[src/rtl/tron_pkg.sv]
// Shared types and constants for the Tron light-cycle stepper.
// Direction encoding, FSM state type and default grid geometry.
package tron_pkg;

  localparam logic [1:0] DIR_UP    = 2'd0;
  localparam logic [1:0] DIR_RIGHT = 2'd1;
  localparam logic [1:0] DIR_DOWN  = 2'd2;
  localparam logic [1:0] DIR_LEFT  = 2'd3;

  localparam int GRID_W_DEF  = 80;
  localparam int GRID_H_DEF  = 60;
  localparam int START_X_DEF = 40;
  localparam int START_Y_DEF = 30;

  typedef enum logic [2:0] {
    IDLE,
    WAIT,
    STEP,
    PEND,
    CRASH
  } stepper_state_t;

  // Opposite directions differ only in bit 1.
  function automatic logic is_reverse(
    input logic [1:0] a,
    input logic [1:0] b
  );
    return (a ^ b) == 2'd2;
  endfunction

endpackage

[src/rtl/tron_stepper_tick_sync.sv]
// Synchroniser and rising-edge detector for the slow game clock.
// Emits a registered one-cycle tick per synchronised rising edge.
module tick_sync (
  input  logic clk_i,
  input  logic rst_ni,
  input  logic async_i,
  output logic tick_o
);

  logic s1_q, s2_q, s3_q, tick_q;

  always_ff @(posedge clk_i or negedge rst_ni) begin
    if (!rst_ni) begin
      s1_q   <= 1'b0;
      s2_q   <= 1'b0;
      s3_q   <= 1'b0;
      tick_q <= 1'b0;
    end else begin
      s1_q   <= async_i;
      s2_q   <= s1_q;
      s3_q   <= s2_q;
      tick_q <= s2_q & ~s3_q;
    end
  end

  assign tick_o = tick_q;

endmodule

[src/rtl/tron_stepper.sv]
// Tron light-cycle grid stepper: one step per game-clock rising edge.
// Define TRON_STEPPER_WRAP_EN to wrap at grid edges instead of crashing.
module tron_stepper
  import tron_pkg::*;
#(
  parameter int         GRID_W    = GRID_W_DEF,
  parameter int         GRID_H    = GRID_H_DEF,
  parameter int         START_X   = START_X_DEF,
  parameter int         START_Y   = START_Y_DEF,
  parameter logic [1:0] START_DIR = DIR_RIGHT
) (
  input  logic                      clock_50mhz,
  input  logic                      reset_n,
  input  logic                      clock_hz,
  input  logic                      run,
  input  logic [1:0]                dir_req,
  input  logic                      dir_req_valid,
  input  logic                      step_ready,
  output logic                      step_valid,
  output logic [$clog2(GRID_W)-1:0] pos_x,
  output logic [$clog2(GRID_H)-1:0] pos_y,
  output logic [1:0]                dir,
  output logic                      overrun,
  output logic                      crashed
);

  localparam int XW = $clog2(GRID_W);
  localparam int YW = $clog2(GRID_H);
  localparam logic [XW-1:0] XMAX = XW'(GRID_W - 1);
  localparam logic [YW-1:0] YMAX = YW'(GRID_H - 1);

  stepper_state_t state_q, state_d;

  logic [XW-1:0] x_q, x_nxt;
  logic [YW-1:0] y_q, y_nxt;
  logic [1:0]    dir_q, pend_q;
  logic          valid_q, ovr_q, crash_q;
  logic          tick, edge_hit, crash_go;
  logic          do_step, do_crash, do_ack, ovr_set;

  tick_sync u_tick (
    .clk_i   (clock_50mhz),
    .rst_ni  (reset_n),
    .async_i (clock_hz),
    .tick_o  (tick)
  );

  always_comb begin
    x_nxt    = x_q;
    y_nxt    = y_q;
    edge_hit = 1'b0;
    case (pend_q)
      DIR_UP: begin
        edge_hit = (y_q == '0);
        y_nxt    = edge_hit ? YMAX : y_q - 1'b1;
      end
      DIR_RIGHT: begin
        edge_hit = (x_q == XMAX);
        x_nxt    = edge_hit ? '0 : x_q + 1'b1;
      end
      DIR_DOWN: begin
        edge_hit = (y_q == YMAX);
        y_nxt    = edge_hit ? '0 : y_q + 1'b1;
      end
      default: begin
        edge_hit = (x_q == '0);
        x_nxt    = edge_hit ? XMAX : x_q - 1'b1;
      end
    endcase
  end

`ifdef TRON_STEPPER_WRAP_EN
  assign crash_go = 1'b0;
`else
  assign crash_go = edge_hit;
`endif

  always_ff @(posedge clock_50mhz or negedge reset_n) begin
    if (!reset_n) state_q <= IDLE;
    else          state_q <= state_d;
  end

  always_comb begin
    state_d = state_q;
    unique case (state_q)
      IDLE:  if (run) state_d = WAIT;
      WAIT: begin
        if (tick)      state_d = STEP;
        else if (!run) state_d = IDLE;
      end
      STEP:  state_d = crash_go ? CRASH : PEND;
      PEND:  if (valid_q && step_ready) state_d = WAIT;
      CRASH: state_d = CRASH;
      default: state_d = IDLE;
    endcase
  end

  always_comb begin
    do_step  = (state_q == STEP) && !crash_go;
    do_crash = (state_q == STEP) &&  crash_go;
    do_ack   = (state_q == PEND) && valid_q && step_ready;
    ovr_set  = (state_q == PEND) && tick;
  end

  always_ff @(posedge clock_50mhz or negedge reset_n) begin
    if (!reset_n) begin
      x_q     <= XW'(START_X);
      y_q     <= YW'(START_Y);
      dir_q   <= START_DIR;
      pend_q  <= START_DIR;
      valid_q <= 1'b0;
      ovr_q   <= 1'b0;
      crash_q <= 1'b0;
    end else begin
      if (dir_req_valid && !is_reverse(dir_req, dir_q))
        pend_q <= dir_req;
      if (do_step) begin
        x_q     <= x_nxt;
        y_q     <= y_nxt;
        dir_q   <= pend_q;
        valid_q <= 1'b1;
      end
      if (do_ack)   valid_q <= 1'b0;
      if (do_crash) crash_q <= 1'b1;
      if (ovr_set)  ovr_q   <= 1'b1;
    end
  end

  assign step_valid = valid_q;
  assign pos_x      = x_q;
  assign pos_y      = y_q;
  assign dir        = dir_q;
  assign overrun    = ovr_q;
  assign crashed    = crash_q;

endmodule

[config.mk]
export PLATFORM = sky130hd
export DESIGN_NAME = tron_stepper
export DESIGN_NICKNAME = d
export VERILOG_FILES = /design/src/rtl/tron_pkg.sv /design/src/rtl/tron_stepper_tick_sync.sv /design/src/rtl/tron_stepper.sv
export SDC_FILE = /design/constraint.sdc
export NUM_CORES = 1
export LEC_CHECK = 0
export CAP_MARGIN = 5
export CORE_ASPECT_RATIO = 0.8
export CORE_MARGIN = 2
export CORE_UTILIZATION = 55
export CTS_CLUSTER_DIAMETER = 80
export DETAILED_ROUTE_END_ITERATION = 6
export GPL_ROUTABILITY_DRIVEN = 0
export HOLD_SLACK_MARGIN = 0.03
export PLACE_DENSITY = 0.81
export RECOVER_POWER = 50
export SYNTH_ARGS = -nofsm -noshare
export SYNTH_HDL_FRONTEND = slang
export SYNTH_SLANG_ARGS = --single-unit
[constraint.sdc]
create_clock -name clock_50mhz -period 3.1 [get_ports clock_50mhz]
set_input_delay 0.62 -clock clock_50mhz [delete_from_list [all_inputs] [get_ports clock_50mhz]]
set_output_delay 0.62 -clock clock_50mhz [all_outputs]
set_load 0.01 [all_outputs]
==> results.py <==
metrics = {
    "worst_setup_path": {
        "crit_path_start_kind": "flop",
        "cp-end-kind": "flop",
        "r2r_cells": 8,
        "crit_path_end": "state_q[1]",
        "reg2reg_slack_ps": 760,
        "crit_type": "reg -> reg",
        "cp.required_ps": 3270,
        "r2r-end": "state_q[1]",
        "reg2reg_from": "pos_x[0]",
        "critPathLaunch": "pos_x[0]",
        "path_max_fanout": 7,
        "arrival_ps": 2500,
    },
    "route": {
        "wl_um": 3530,
        "drcViolationCount": 0,
        "route.vias.total": 1349,
        "vias_per_cell": 5.62,
        "final_antenna_net_count": 0,
        "post_drt_wl_per_cell_um": 14.7,
        "drt_iter0_drc": 47,
        "dr.pass1.iters": 4,
    },
    "final_layout": {
        "fin_nets": 214,
        "drive_gt1_share_pct": 13.5,
        "syn_to_final_growth_pct": 15.2,
        "antenna_cells": 0,
    },
    "synthesis": {
        "synth_seq_cells": 27,
        "yosys.area.top_type": "dfrtp_1",
        "ys_top_cells_by_area": "dfrtp_1, dfstp_2, xnor2_1",
        "avgSynthCellArea_um2": 9.43,
        "synth_top_area_share_pct": 27.9,
        "synth_cells": 181,
        "synth-async-reset-ratio_pct": 100,
        "syn_nets": 194,
        "synthesis.area_um2": 1710,
        "yosysWarnings": 0,
        "synth_commonest_cells": "dfrtp_1, a21oi_1, nand2_1",
        "synth_most_common_cell": "dfrtp_1",
        "synth_cell_types": 57,
        "synth-edff-count": 0,
        "yosysSeqAreaShare_pct": 40.2,
        "synthFlopType": "dfrtp_1",
    },
    "hold_path": {
        "hold_class": "reg -> reg",
    },
    "floorplan": {
        "io_pins": 26,
        "start_util_pct": 56.6,
        "dieWidth_um": 66.3,
        "num_rows": 18,
        "die_y_um": 53.8,
        "dieArea_um2": 3570,
        "fp.coreArea_um2": 3020,
    },
    "clock_tree": {
        "cts_tree": "yes",
        "cts.path.max_buffers": 2,
        "postCtsSetupBuffers": 0,
        "h-tree-depth": 1,
        "cts_buffers": 3,
        "cts_resized": 0,
        "clkSinkCount": 27,
        "clock-root-buffer": "clkbuf_8",
        "insertion_delay_ps": 270,
        "path_clk_slew_ps": 90,
        "holdBufCountCts": 0,
    },
    "grt": {
        "grt_overflow": 0,
        "top_usage_layer": "met2",
        "grtUsageMet1_pct": 31.1,
        "grt_use_met2_pct": 34.2,
        "grt_util_met3_pct": 5.44,
        "grt_pass1_wl_um": 5840,
        "gr-usage-all-layers_pct": 21.9,
        "grt_pass1_vias": 1261,
        "antenna_found_initial": 0,
        "grt_max_degree": 28,
    },
    "timing": {
        "drv_slew": 0,
        "finClkSkew_ps": 3.82,
        "hold_viol": 0,
        "setup_slack_ps": 764,
        "setup_viol": 0,
        "fin_tns_setup_ps": 0,
        "slew_headroom_pct": 7.74,
        "fmax_ghz": 0.428,
        "period_minus_slack_ps": 2340,
        "tightest_slew_ps": 1380,
        "finalCritPeriodShare_pct": 75.4,
        "rsz0062_at_grt": "false",
    },
    "power": {
        "cellPowerDensity_nw_per_um2": 1010,
        "vdd.ir_drop.worst_mv": 0.478,
        "total_power_uw": 1980,
        "p_leak_uw": 0.000785,
    },
    "placed_design": {
        "hpwlAfterDp_um": 2640,
        "pre_cts_ws_ps": 780,
        "io_buffers": 25,
    },
    "status": {
        "status": "finished clean",
    },
    "flow_run": {
        "drv_cap": 0,
    },
}
cell families (layout without fill, tap and decap cells):
family | count (synthesis) | in the layout | synth area share (%)
flops | 27 | 27 | 40.2
simple gates | 61 | 61 | 21.0
fa+ha+maj | 5 | 5 | 3.67
compound gates | 48 | 48 | 17.9
mux | 3 | 3 | 2.57
xor+xnor | 11 | 11 | 5.65
buf+inv | 26 | 45 | 9.02
cell type report:
class	count	area, um^2
clock buffers	3	41.3
clock inverters	1	5.00
fillers	267	1050
inverters	13	48.8
multi-input cells	128	867
flip-flops and latches	27	686
well taps	40	50.0
repair buffers	28	269
worst max-delay path, stage by stage, from the launching register on:
cell,delay (ps)
dfrtp_1,450
inv_1,130
ha_1,190
or3b_4,420
nor4_4,200
a221oi_2,180
buf_4,200
or2_1,270
a31o_1,190
state kept, by name, indices dropped and copies added (netlist names):
register,cells
state_q,3
step_valid,1
pos_x,7
pend_q,2
crashed,1
overrun,1
dir,2
u_tick.s1_q,1
u_tick.tick_o,1
pos_y,6
u_tick.s2_q,1
u_tick.s3_q,1
routing by layer:
metal	wire (um)	share of wire, %
met3	155	4.4
met4	15	0.43
met1	1700	48
met5	0	0
met2	1660	47
through the flow:
stage	area [um^2]	hold WS [ps]	std cells	utilization (%)
2_1_floorplan	1710	324	181	-
3_3_place_gp	1920	345	236	63.8
3_5_place_dp	1920	342	236	63.8
4_1_cts	1970	374	240	65.3
5_1_grt	1970	385	240	65.2
6_report	1970	368	240	65.2
how the worst min path moves through the flow:
stage,depth (start not counted),slack [ps],startpoint,to
after floorplan,0,320,reset_n,crashed
after global placement,0,340,u_tick.s1_q,u_tick.s2_q
after detailed placement,0,340,u_tick.s1_q,u_tick.s2_q
after CTS,0,370,u_tick.s1_q,u_tick.s2_q
after global routing,0,380,u_tick.s1_q,u_tick.s2_q
final,0,370,u_tick.s1_q,u_tick.s2_q
power breakdown:
part | switching, uW | internal [uW] | leakage [uW]
sequential | 262 | 531 | 0.000311
clock | 104 | 90.0 | 0.0000255
combinational | 467 | 526 | 0.000449
total | 833 | 1150 | 0.000785
placed cells by master, fill, tap and decap left out, types with 2 or more instances in the layout:
cell / n
dfrtp_1: 19
clkdlybuf4s50_1: 19
a21oi_1: 15
nand2_1: 14
inv_1: 13
xnor2_1: 9
nor2_1: 9
dfstp_2: 8
o21ai_1: 6
o21ai_0: 6
nand3_1: 6
dlygate4sd3_1: 6
ha_1: 5
nor2b_1: 3
nand2b_1: 3
or3_1: 3
a31oi_1: 3
nor3_1: 3
clkbuf_8: 3
nor4b_1: 2
a211oi_1: 2
nand4_1: 2
or2_2: 2
o22ai_1: 2
o31ai_1: 2
or4_1: 2
xor2_1: 2
buf_4: 2
No activity file was read; power rests on OpenSTA's default activity.
